[src/rtl/team_02_cond_pkg.sv]
// team_02_cond_pkg: shared types and defaults; TEAM_02_COND_SYNC3_EN selects a 3-flop synchronizer.
package team_02_cond_pkg;
  localparam int MAX_CH = 16;
  localparam int DEF_N_CH = 8;
  localparam int DEF_CNT_W = 16;
  localparam int DEF_FIFO_DEPTH = 4;
`ifdef TEAM_02_COND_SYNC3_EN
  localparam int SYNC_STAGES = 3;
`else
  localparam int SYNC_STAGES = 2;
`endif
  typedef struct packed {
    logic [MAX_CH-1:0] rise_mask;
    logic [MAX_CH-1:0] fall_mask;
  } evt_t;
endpackage

[src/rtl/team_02_cond_channel.sv]
// team_02_cond_channel: one-channel synchronizer, debounce counter, level and edge pulses (depth via TEAM_02_COND_SYNC3_EN).
module team_02_cond_channel import team_02_cond_pkg::*; #(
  parameter int CNT_W = DEF_CNT_W
) (
  input  logic             clk,
  input  logic             nrst,
  input  logic             en,
  input  logic             raw,
  input  logic [CNT_W-1:0] limit,
  output logic             level,
  output logic             rise,
  output logic             fall
);
  logic [SYNC_STAGES-1:0] sync_q;
  logic [CNT_W-1:0] cnt_q, cnt_d, lim;
  logic [CNT_W:0] nxt;
  logic level_q, rise_q, fall_q, s, diff, hit;
  assign s = sync_q[SYNC_STAGES-1];
  assign lim = (limit == '0) ? CNT_W'(1) : limit;
  assign nxt = {1'b0, cnt_q} + (CNT_W+1)'(1);
  assign diff = s != level_q;
  // a lowered limit at or below count+1 flips on the very next differing sample
  assign hit = en & diff & (nxt >= {1'b0, lim});
  assign cnt_d = (!en || !diff || hit) ? '0 : nxt[CNT_W-1:0];
  always_ff @(posedge clk or negedge nrst)
    if (!nrst) begin
      sync_q <= '0;
      cnt_q <= '0;
      level_q <= 1'b0;
      rise_q <= 1'b0;
      fall_q <= 1'b0;
    end else begin
      sync_q <= {sync_q[SYNC_STAGES-2:0], raw};
      cnt_q <= cnt_d;
      level_q <= level_q ^ hit;
      rise_q <= hit & s;
      fall_q <= hit & ~s;
    end
  assign level = level_q;
  assign rise = rise_q;
  assign fall = fall_q;
endmodule

[src/rtl/team_02_input_conditioner.sv]
// team_02_input_conditioner: GPIO sync/debounce with edge pulses and an edge-event FIFO (TEAM_02_COND_SYNC3_EN adds a sync stage).
module team_02_input_conditioner import team_02_cond_pkg::*; #(
  parameter int N_CH = DEF_N_CH,
  parameter int CNT_W = DEF_CNT_W,
  parameter int FIFO_DEPTH = DEF_FIFO_DEPTH
) (
  input  logic              clk,
  input  logic              nrst,
  input  logic              en,
  input  logic [N_CH-1:0]   raw_in,
  input  logic [CNT_W-1:0]  debounce_limit,
  output logic [N_CH-1:0]   level_out,
  output logic [N_CH-1:0]   rise_pulse,
  output logic [N_CH-1:0]   fall_pulse,
  output logic              evt_valid,
  input  logic              evt_ready,
  output logic [2*N_CH-1:0] evt_data,
  output logic              evt_overflow,
  input  logic              clear_overflow
);
  localparam int AW = $clog2(FIFO_DEPTH);
  logic [2*N_CH-1:0] mem_q [FIFO_DEPTH];
  logic [AW:0] wr_q, wr_d, rd_q, rd_d;
  logic ovf_q, ovf_d, push, pop, full, empty, accept, drop;
  for (genvar i = 0; i < N_CH; i++) begin : g_ch
    team_02_cond_channel #(.CNT_W(CNT_W)) u_ch (
      .clk(clk), .nrst(nrst), .en(en), .raw(raw_in[i]), .limit(debounce_limit),
      .level(level_out[i]), .rise(rise_pulse[i]), .fall(fall_pulse[i])
    );
  end
  assign empty = wr_q == rd_q;
  assign full = (wr_q[AW] != rd_q[AW]) && (wr_q[AW-1:0] == rd_q[AW-1:0]);
  assign push = |{rise_pulse, fall_pulse};
  assign pop = evt_valid & evt_ready;
  // a full queue still takes a push when the head leaves in the same cycle
  assign accept = push & (!full | pop);
  assign drop = push & full & !pop;
  always_comb begin
    wr_d = accept ? wr_q + (AW+1)'(1) : wr_q;
    rd_d = pop ? rd_q + (AW+1)'(1) : rd_q;
    ovf_d = drop | (ovf_q & ~clear_overflow);
  end
  always_ff @(posedge clk or negedge nrst)
    if (!nrst) begin
      for (int k = 0; k < FIFO_DEPTH; k++) mem_q[k] <= '0;
      wr_q <= '0;
      rd_q <= '0;
      ovf_q <= 1'b0;
    end else begin
      if (accept) mem_q[wr_q[AW-1:0]] <= {rise_pulse, fall_pulse};
      wr_q <= wr_d;
      rd_q <= rd_d;
      ovf_q <= ovf_d;
    end
  assign evt_valid = !empty;
  assign evt_data = empty ? '0 : mem_q[rd_q[AW-1:0]];
  assign evt_overflow = ovf_q;
endmodule

[config.mk]
export PLATFORM = sky130hd
export DESIGN_NAME = team_02_input_conditioner
export DESIGN_NICKNAME = d
export VERILOG_FILES = /design/src/rtl/team_02_cond_pkg.sv /design/src/rtl/team_02_cond_channel.sv /design/src/rtl/team_02_input_conditioner.sv
export SDC_FILE = /design/constraint.sdc
export NUM_CORES = 1
export LEC_CHECK = 0
export CORE_MARGIN = 5
export CORE_UTILIZATION = 28
export DETAILED_ROUTE_END_ITERATION = 10
export GPL_ROUTABILITY_DRIVEN = 0
export GPL_TIMING_DRIVEN = 0
export HOLD_SLACK_MARGIN = 0.05
export MAX_ROUTING_LAYER = met4
export SETUP_SLACK_MARGIN = 0.1
export SYNTH_ARGS = -nofsm -noshare
export SYNTH_HDL_FRONTEND = slang
export SYNTH_SLANG_ARGS = --single-unit
[constraint.sdc]
create_clock -name clk -period 2.87 [get_ports clk]
set_clock_uncertainty 0.1 [all_clocks]
set_input_delay 0.861 -clock clk [delete_from_list [all_inputs] [get_ports clk]]
set_output_delay 0.861 -clock clk [all_outputs]
set_load 0.05 [all_outputs]
## Word-level counts from Yosys, hierarchy flattened

Index checks and enable logic that the tools add are counted.
Widths: inputs -> output; s select.

| word-level totals | value |
|---|---|
| bits in registers | 239 |
| latch bits | 0 |
| memory bits (writable) | 0 |
| ROM bits | 0 |
| input bits | 29 |
| output and inout bits | 42 |
| word-level logic and storage cells | 185 |
| memories | 0 |

| cells by class | value |
|---|---|
| add/sub/neg operators | 10 |
| multipliers | 0 |
| divide/modulo/power cells | 0 |
| magnitude comparators | 11 |
| equality and inequality tests | 11 |
| shift-type cells | 0 |
| multiplexer cells | 16 |
| bitwise logic cells | 58 |
| reductions and logical operators | 32 |

Operators with widths:

| operator | number |
|---|---|
| $mux 16 | 13 |
| $add 16x1->17 const B | 8 |
| $ge 17x16->1 | 8 |
| $bwmux 64 | 1 |
| $and 1x1->1 | 37 |
| $bmux 16 s2 | 1 |
| $demux 16 s2 | 1 |
| $logic_not 16->1 | 1 |
| $logic_or 1x1->1 | 16 |
| $reduce_or 16->1 | 1 |
| $logic_not 1->1 | 12 |
| $ne 1x1->1 | 9 |
| $not 1->1 | 9 |
| $xor 1x1->1 | 8 |
| $add 3x1->3 const B | 2 |
| $ge 3x3->1 const B | 2 |
| $not 2->3 | 2 |
| $eq 3x3->1 | 1 |
| $lt 3x1->1 const B | 1 |
| $eq 2x2->1 | 1 |
| $logic_and 1x1->1 | 2 |
| $or 1x1->1 | 2 |

## Longest topological paths before layout

| logic depth | value |
|---|---|
| word-level depth | 6 |
| gate-level depth with buffers | 15 |
| gate-level depth less buffers | 14 |

## Modules after synthesis

From an unflattened synthesis, not the netlist that was laid out.

| unflattened totals | value |
|---|---|
| cell total of the unflattened synthesis | 1378 |
| area, all modules | 14655.3 sq um |

By module, submodules not included:

| module | instances | cells an instance | area an instance (sq um) | sequential area each (sq um) |
|---|---|---|---|---|
| team_02_cond_channel at g_ch[1].u_ch ... | 5 | 147 | 1415.1 | 525.5 |
| team_02_cond_channel at g_ch[0].u_ch ... | 3 | 142 | 1365.1 | 525.5 |
| team_02_input_conditioner | 1 | 217 | 3484.6 | 1776.7 |

## Worst setup path after synthesis

OpenSTA, ideal clock, no wires.

| timing | value |
|---|---|
| path kind | in2reg |
| from | input port debounce_limit[5] |
| to | register g_ch[1].u_ch.cnt_q[11] |
| library setup time | 0.081 ns |
| arrival time | 3.588 ns |
| required time | 2.689 ns |
| path slack | -0.899 ns |
| cell stages on the path | 14 |
| buffers on the path | 4 |
| path through | buf_2 -> buf_2 -> nor4_1 -> a41o_1 -> ha_1 -> nor2b_1 -> o21ai_1 -> o2111a_1 -> o311ai_1 -> a211oi_1 -> or3_1 -> buf_2 -> buf_6 -> nor3b_2 |

| on the way | value |
|---|---|
| cells in the longest elaborated chain, start to end | 6 |

Ends and longest elaborated chain:

| item | line | text |
|---|---|---|
| from (decl) | team_02_input_conditioner.sv:11 | `input logic [CNT_W-1:0] debounce_limit,` |
| $logic_not 16->1 | team_02_cond_channel.sv:19 | `assign lim = (limit == '0) ? CNT_W'(1) : limit;` |
| $mux 16 * | team_02_cond_channel.sv:19 |  |
| $ge 17x16->1 * | team_02_cond_channel.sv:23 | `assign hit = en & diff & (nxt >= {1'b0, lim});` |
| $and 1x1->1 * | team_02_cond_channel.sv:23 |  |
| $logic_or 1x1->1 * | team_02_cond_channel.sv:24 | `assign cnt_d = (!en \|\| !diff \|\| hit) ? '0 : nxt[CNT_W-1:0];` |
| $mux 16 * | team_02_cond_channel.sv:24 |  |
| via g_ch[1].u_ch.cnt_d[11] | team_02_cond_channel.sv:15 | `logic [CNT_W-1:0] cnt_q, cnt_d, lim;` |
| to (signal assigned) | team_02_cond_channel.sv:34 | `cnt_q <= cnt_d;` |
| to (decl) | team_02_cond_channel.sv:15 |  |

The timed path passes the listed nets; every way through them passes the cells marked *.
A chain may end at the register's enable or synchronous reset.

## Worst setup path in the final report

| timing | value |
|---|---|
| from | input port debounce_limit[2] |
| to | register g_ch[4].u_ch.fall_q |

| on the way | value |
|---|---|
| cells in the longest elaborated chain, start to end | 5 |

Ends and longest elaborated chain:

| item | line | text |
|---|---|---|
| $logic_not 16->1 | team_02_cond_channel.sv:19 |  |
| $mux 16 * | team_02_cond_channel.sv:19 |  |
| $ge 17x16->1 * | team_02_cond_channel.sv:23 |  |
| $and 1x1->1 * | team_02_cond_channel.sv:23 |  |
| $and 1x1->1 * | team_02_cond_channel.sv:37 | `fall_q <= hit & ~s;` |
| to (signal assigned) | team_02_cond_channel.sv:37 |  |
| to (decl) | team_02_cond_channel.sv:17 | `logic level_q, rise_q, fall_q, s, diff, hit;` |

Mark *: on every way between the ends. The rest lies on a longest branch, timed or not.

==> implementation parameters <==
Parameter                              Value

Cells and area
  Proportion of layout cells with a drive suffix above 1 ... 40.7%
  N_diodes ... 0
  Post-layout nets ... 1742
  P&R area growth vs syn ... 40.9%
  Non-filler instance count after layout ... 2299
  Util after Layout ... 39.8%

Power
  Leak ... 9.10 nW
  Highest ir drop seen on vdd ... 0.444 mV
  Power per cell area ... 416 nW/um^2

Synth
  Largest cells by area after synthesis ... dfrtp_1, ha_1, mux2_2
  Most common cell in the synthesized netlist ... dfrtp_1
  Most used DFF post-synth ... dfrtp_1
  Summed instance area of the synthesized netlist ... 14500 sq um
  Mean cell area of the mapped netlist ... 10.7 sq um
  Proportion of synthesized chip area in sequential cells ... 41.4%
  Top-area cell type share of the netlist area ... 41.4%
  Number of nets produced by synthesis ... 1491
  Flop and latch count out of synthesis ... 239
  Gate Count Post-Synth ... 1350
  Async S/R FF share, synth ... 100%
  Distinct cell type count of the synthesized netlist ... 89
  Biggest area consumer among synthesized cells ... dfrtp_1
  Ys Warns ... 0
  Post-synth EDFFs ... 0
  Top cells by instance count after synthesis ... dfrtp_1, ha_1, nor2_1, xnor2_1, nor2b_1

Placement
  Number of input and output port buffers inserted ... 69
  Detailed Place HPWL ... 26.1 mm
  Worst setup slack before clock tree synthesis ... -2030 ps
  Number of placed cells counting well taps ... 2101

Status
  Violations in the final reports ... setup timing
  Outcome ... finished, violations left

Timing
  Fin crit period ... 3310 ps
  Setup slack after layout ... -444 ps
  Max Clk Rate ... 302 MHz
  Total negative slack ... -40650 ps
  Final number of hold-violating endpoints ... 0
  Worst slew slack as a fraction of its limit ... 34.2%
  Post-route clock period utilization ... 115%
  Worst-margin pin slew ... 987 ps
  RSZ-0062 raised after global routing ... true
  Final Max Slew Viols ... 0
  Final Setup Violations ... 166

Detailed routing
  Total number of vias ... 11200
  Number of design rule violations left after detail routing ... 0
  Number of search-and-repair iterations in the first detailed-routing pass ... 5
  Ratio of routed vias to standard cells ... 4.89
  Detailed-route wire length per cell ... 17.9 um
  Number of design-rule violations left by the first detailed-router iteration ... 659
  Final antenna-violating net count ... 0
  Final wirelength ... 41.1 mm

Floorplanning
  Die footprint ... 56300 sq um
  Vertical die dimension ... 237 um
  Placeable core region ... 51200 sq um
  Die extent in x ... 237 um
  I/O pins ... 71
  Initial core utilization ... 28.2%
  Row cnt ... 83

Global route
  Global-route usage over all layers ... 14.3%
  Global-route wire length before repair ... 63.9 mm
  Remaining global-route overflow ... 0
  Initial antenna violation count ... 0
  Maximum number of pins on one net before global-route repair ... 120
  Vias in the first global route ... 11700

Clock network
  CTS tree ... yes
  Clk Latency, worst-skew pair ... 570 ps
  Maximum level of the CTS H-tree ... 1
  Sinks on the clock net ... 239
  Clock slew seen by the registers of the worst setup and hold paths ... 60 ps
  Buffer depth of the longest clock path ... 3
  Cts bufs inserted ... 28
  Clock root buffer master ... clkbuf_16

Critical path
  Crit-path max FO ... 7
  Number of cells traversed by the worst register-to-register path ... 14
  Crit path capture type ... flop
  Beginning of the worst register-to-register path ... g_ch[4].u_ch.cnt_q[1]$_DFF_PN0_
  Reg2reg end ... g_ch[4].u_ch.fall$_DFF_PN0_
  Worst setup path class ... input pin to flop
  Arrival @ worst endpoint ... 3670 ps
  Startpoint class of the critical path ... input pin
  Worst reg-to-reg setup slack ... -420 ps
  Critical path required time ... 3230 ps

Min path
  Number of cells on the worst hold path ... 0
  Path type of the worst min-delay path ... flop to flop
  HP Start ... g_ch[6].u_ch.sync_q[0]$_DFF_PN0_
  Worst Hold End ... g_ch[6].u_ch.sync_q[1]$_DFF_PN0_

Flow run
  Number of max-cap violations ... 0
## cells in the final DEF, fill, tap and decap left out, types with 14 or more instances in the layout
cell type	instances
mux2_2	66
buf_4	124
xnor2_2	14
dlygate4sd2_1	21
nand3_1	48
o21ai_0	15
ha_4	14
nor3b_2	28
nor2_4	25
a21o_1	15
inv_1	57
clkbuf_16	34
xor2_1	47
nor2_1	45
mux4_2	16
nor2b_1	59
nor2_2	22
xnor2_1	75
buf_6	55
nor3_2	15
nand2_1	61
nand4_1	39
nor2b_4	30
a21oi_1	21
ha_1	95
buf_8	21
dfrtp_1	226
## what timing repair did
action                                 in CTS  in global routing
setup buffers                              95                 50
setup endpoints to repair                 193                190
hold buffers                                1                  0
cloned                                     10                  3
gates resized for setup                   437                208
pin swaps                                 100                111
endpoints found under the hold margin      14                  0
## how the worst max path moves through the flow
stage                                         start                               end  depth (start not counted)
global route        g_ch[4].u_ch.cnt_q[0]$_DFF_PN0_  g_ch[4].u_ch.cnt_q[14]$_DFF_PN0_                         14
detailed placement                debounce_limit[5]  g_ch[1].u_ch.cnt_q[14]$_DFF_PN0_                         15
global placement                               nrst  g_ch[1].u_ch.sync_q[0]$_DFF_PN0_                          1
CTS                               debounce_limit[5]  g_ch[1].u_ch.cnt_q[14]$_DFF_PN0_                         15
floorplan                         debounce_limit[4]  g_ch[1].u_ch.cnt_q[11]$_DFF_PN0_                         14
finish                            debounce_limit[2]       g_ch[4].u_ch.fall$_DFF_PN0_                         16
## flip-flops by register name, indices dropped and copies added, names as in the netlist
signal and count:
g_ch.u_ch.cnt_q 128, mem_q 64, g_ch.u_ch.sync_q 16, g_ch.u_ch.fall 8
g_ch.u_ch.level 8, g_ch.u_ch.rise 8, rd_q 3, wr_q 3
evt_overflow 1
## metrics by stage
stage                     instance area, sq um  hold WS, ps  power [mW]
after floorplan                          14700          231        4.08
after global routing                     20400          264        8.83
after global placement                   16300          235        4.39
final                                    20400          249        8.48
after detailed placement                 16300          240        4.42
after CTS                                19200          253        8.40
## layout make-up
cell class | instances | area, sq um
multi-input combinational | 991 | 9580
fill | 4749 | 30800
inverter | 59 | 233
tap | 680 | 851
timing repair buffer | 222 | 2220
buffer | 60 | 626
clock buffer | 39 | 802
clock inverter | 9 | 70.1
sequential | 239 | 6000
## routing by layer
| layer | track usage, % | up-vias | share of wire [%] |
|---|---|---|---|
| met1 | 17.2 | 5613 | 41 |
| met5 | - | - | 0 |
| met4 | 5.40 | 0 | 4.6 |
| li1 | - | 5292 | - |
| met3 | 2.00 | 86 | 4.0 |
| met2 | 24.4 | 251 | 50 |
## cells by family (layout without fill, tap and decap cells)
family | count (synthesis) | count (layout) | synth area share, %
AND/OR/NAND/NOR | 493 | 493 | 19.2
flip-flops | 239 | 239 | 41.4
XOR/XNOR | 145 | 145 | 9.44
AO/OA/AOI/OAI | 144 | 144 | 7.19
adder cells (fa/ha/maj) | 120 | 120 | 10.2
buffers and inverters | 120 | 389 | 4.42
multiplexers | 89 | 89 | 8.16
## power by group
part | internal [mW] | switching, mW
combinational | 0.824 | 0.800
clock | 1.94 | 1.44
sequential | 3.42 | 0.0595
## critical path: stages
cell,delay [ps]
buf_12,110
buf_8,120
nor4_4,270
a41o_4,280
buf_6,100
buf_6,90
ha_4,180
and3_4,170
a211oi_2,230
a32oi_2,170
a211oi_2,280
a211oi_2,90
or2_1,250
buf_6,150
buf_4,130
and3_4,180
Note: power is estimated with default switching activity, not from simulation.
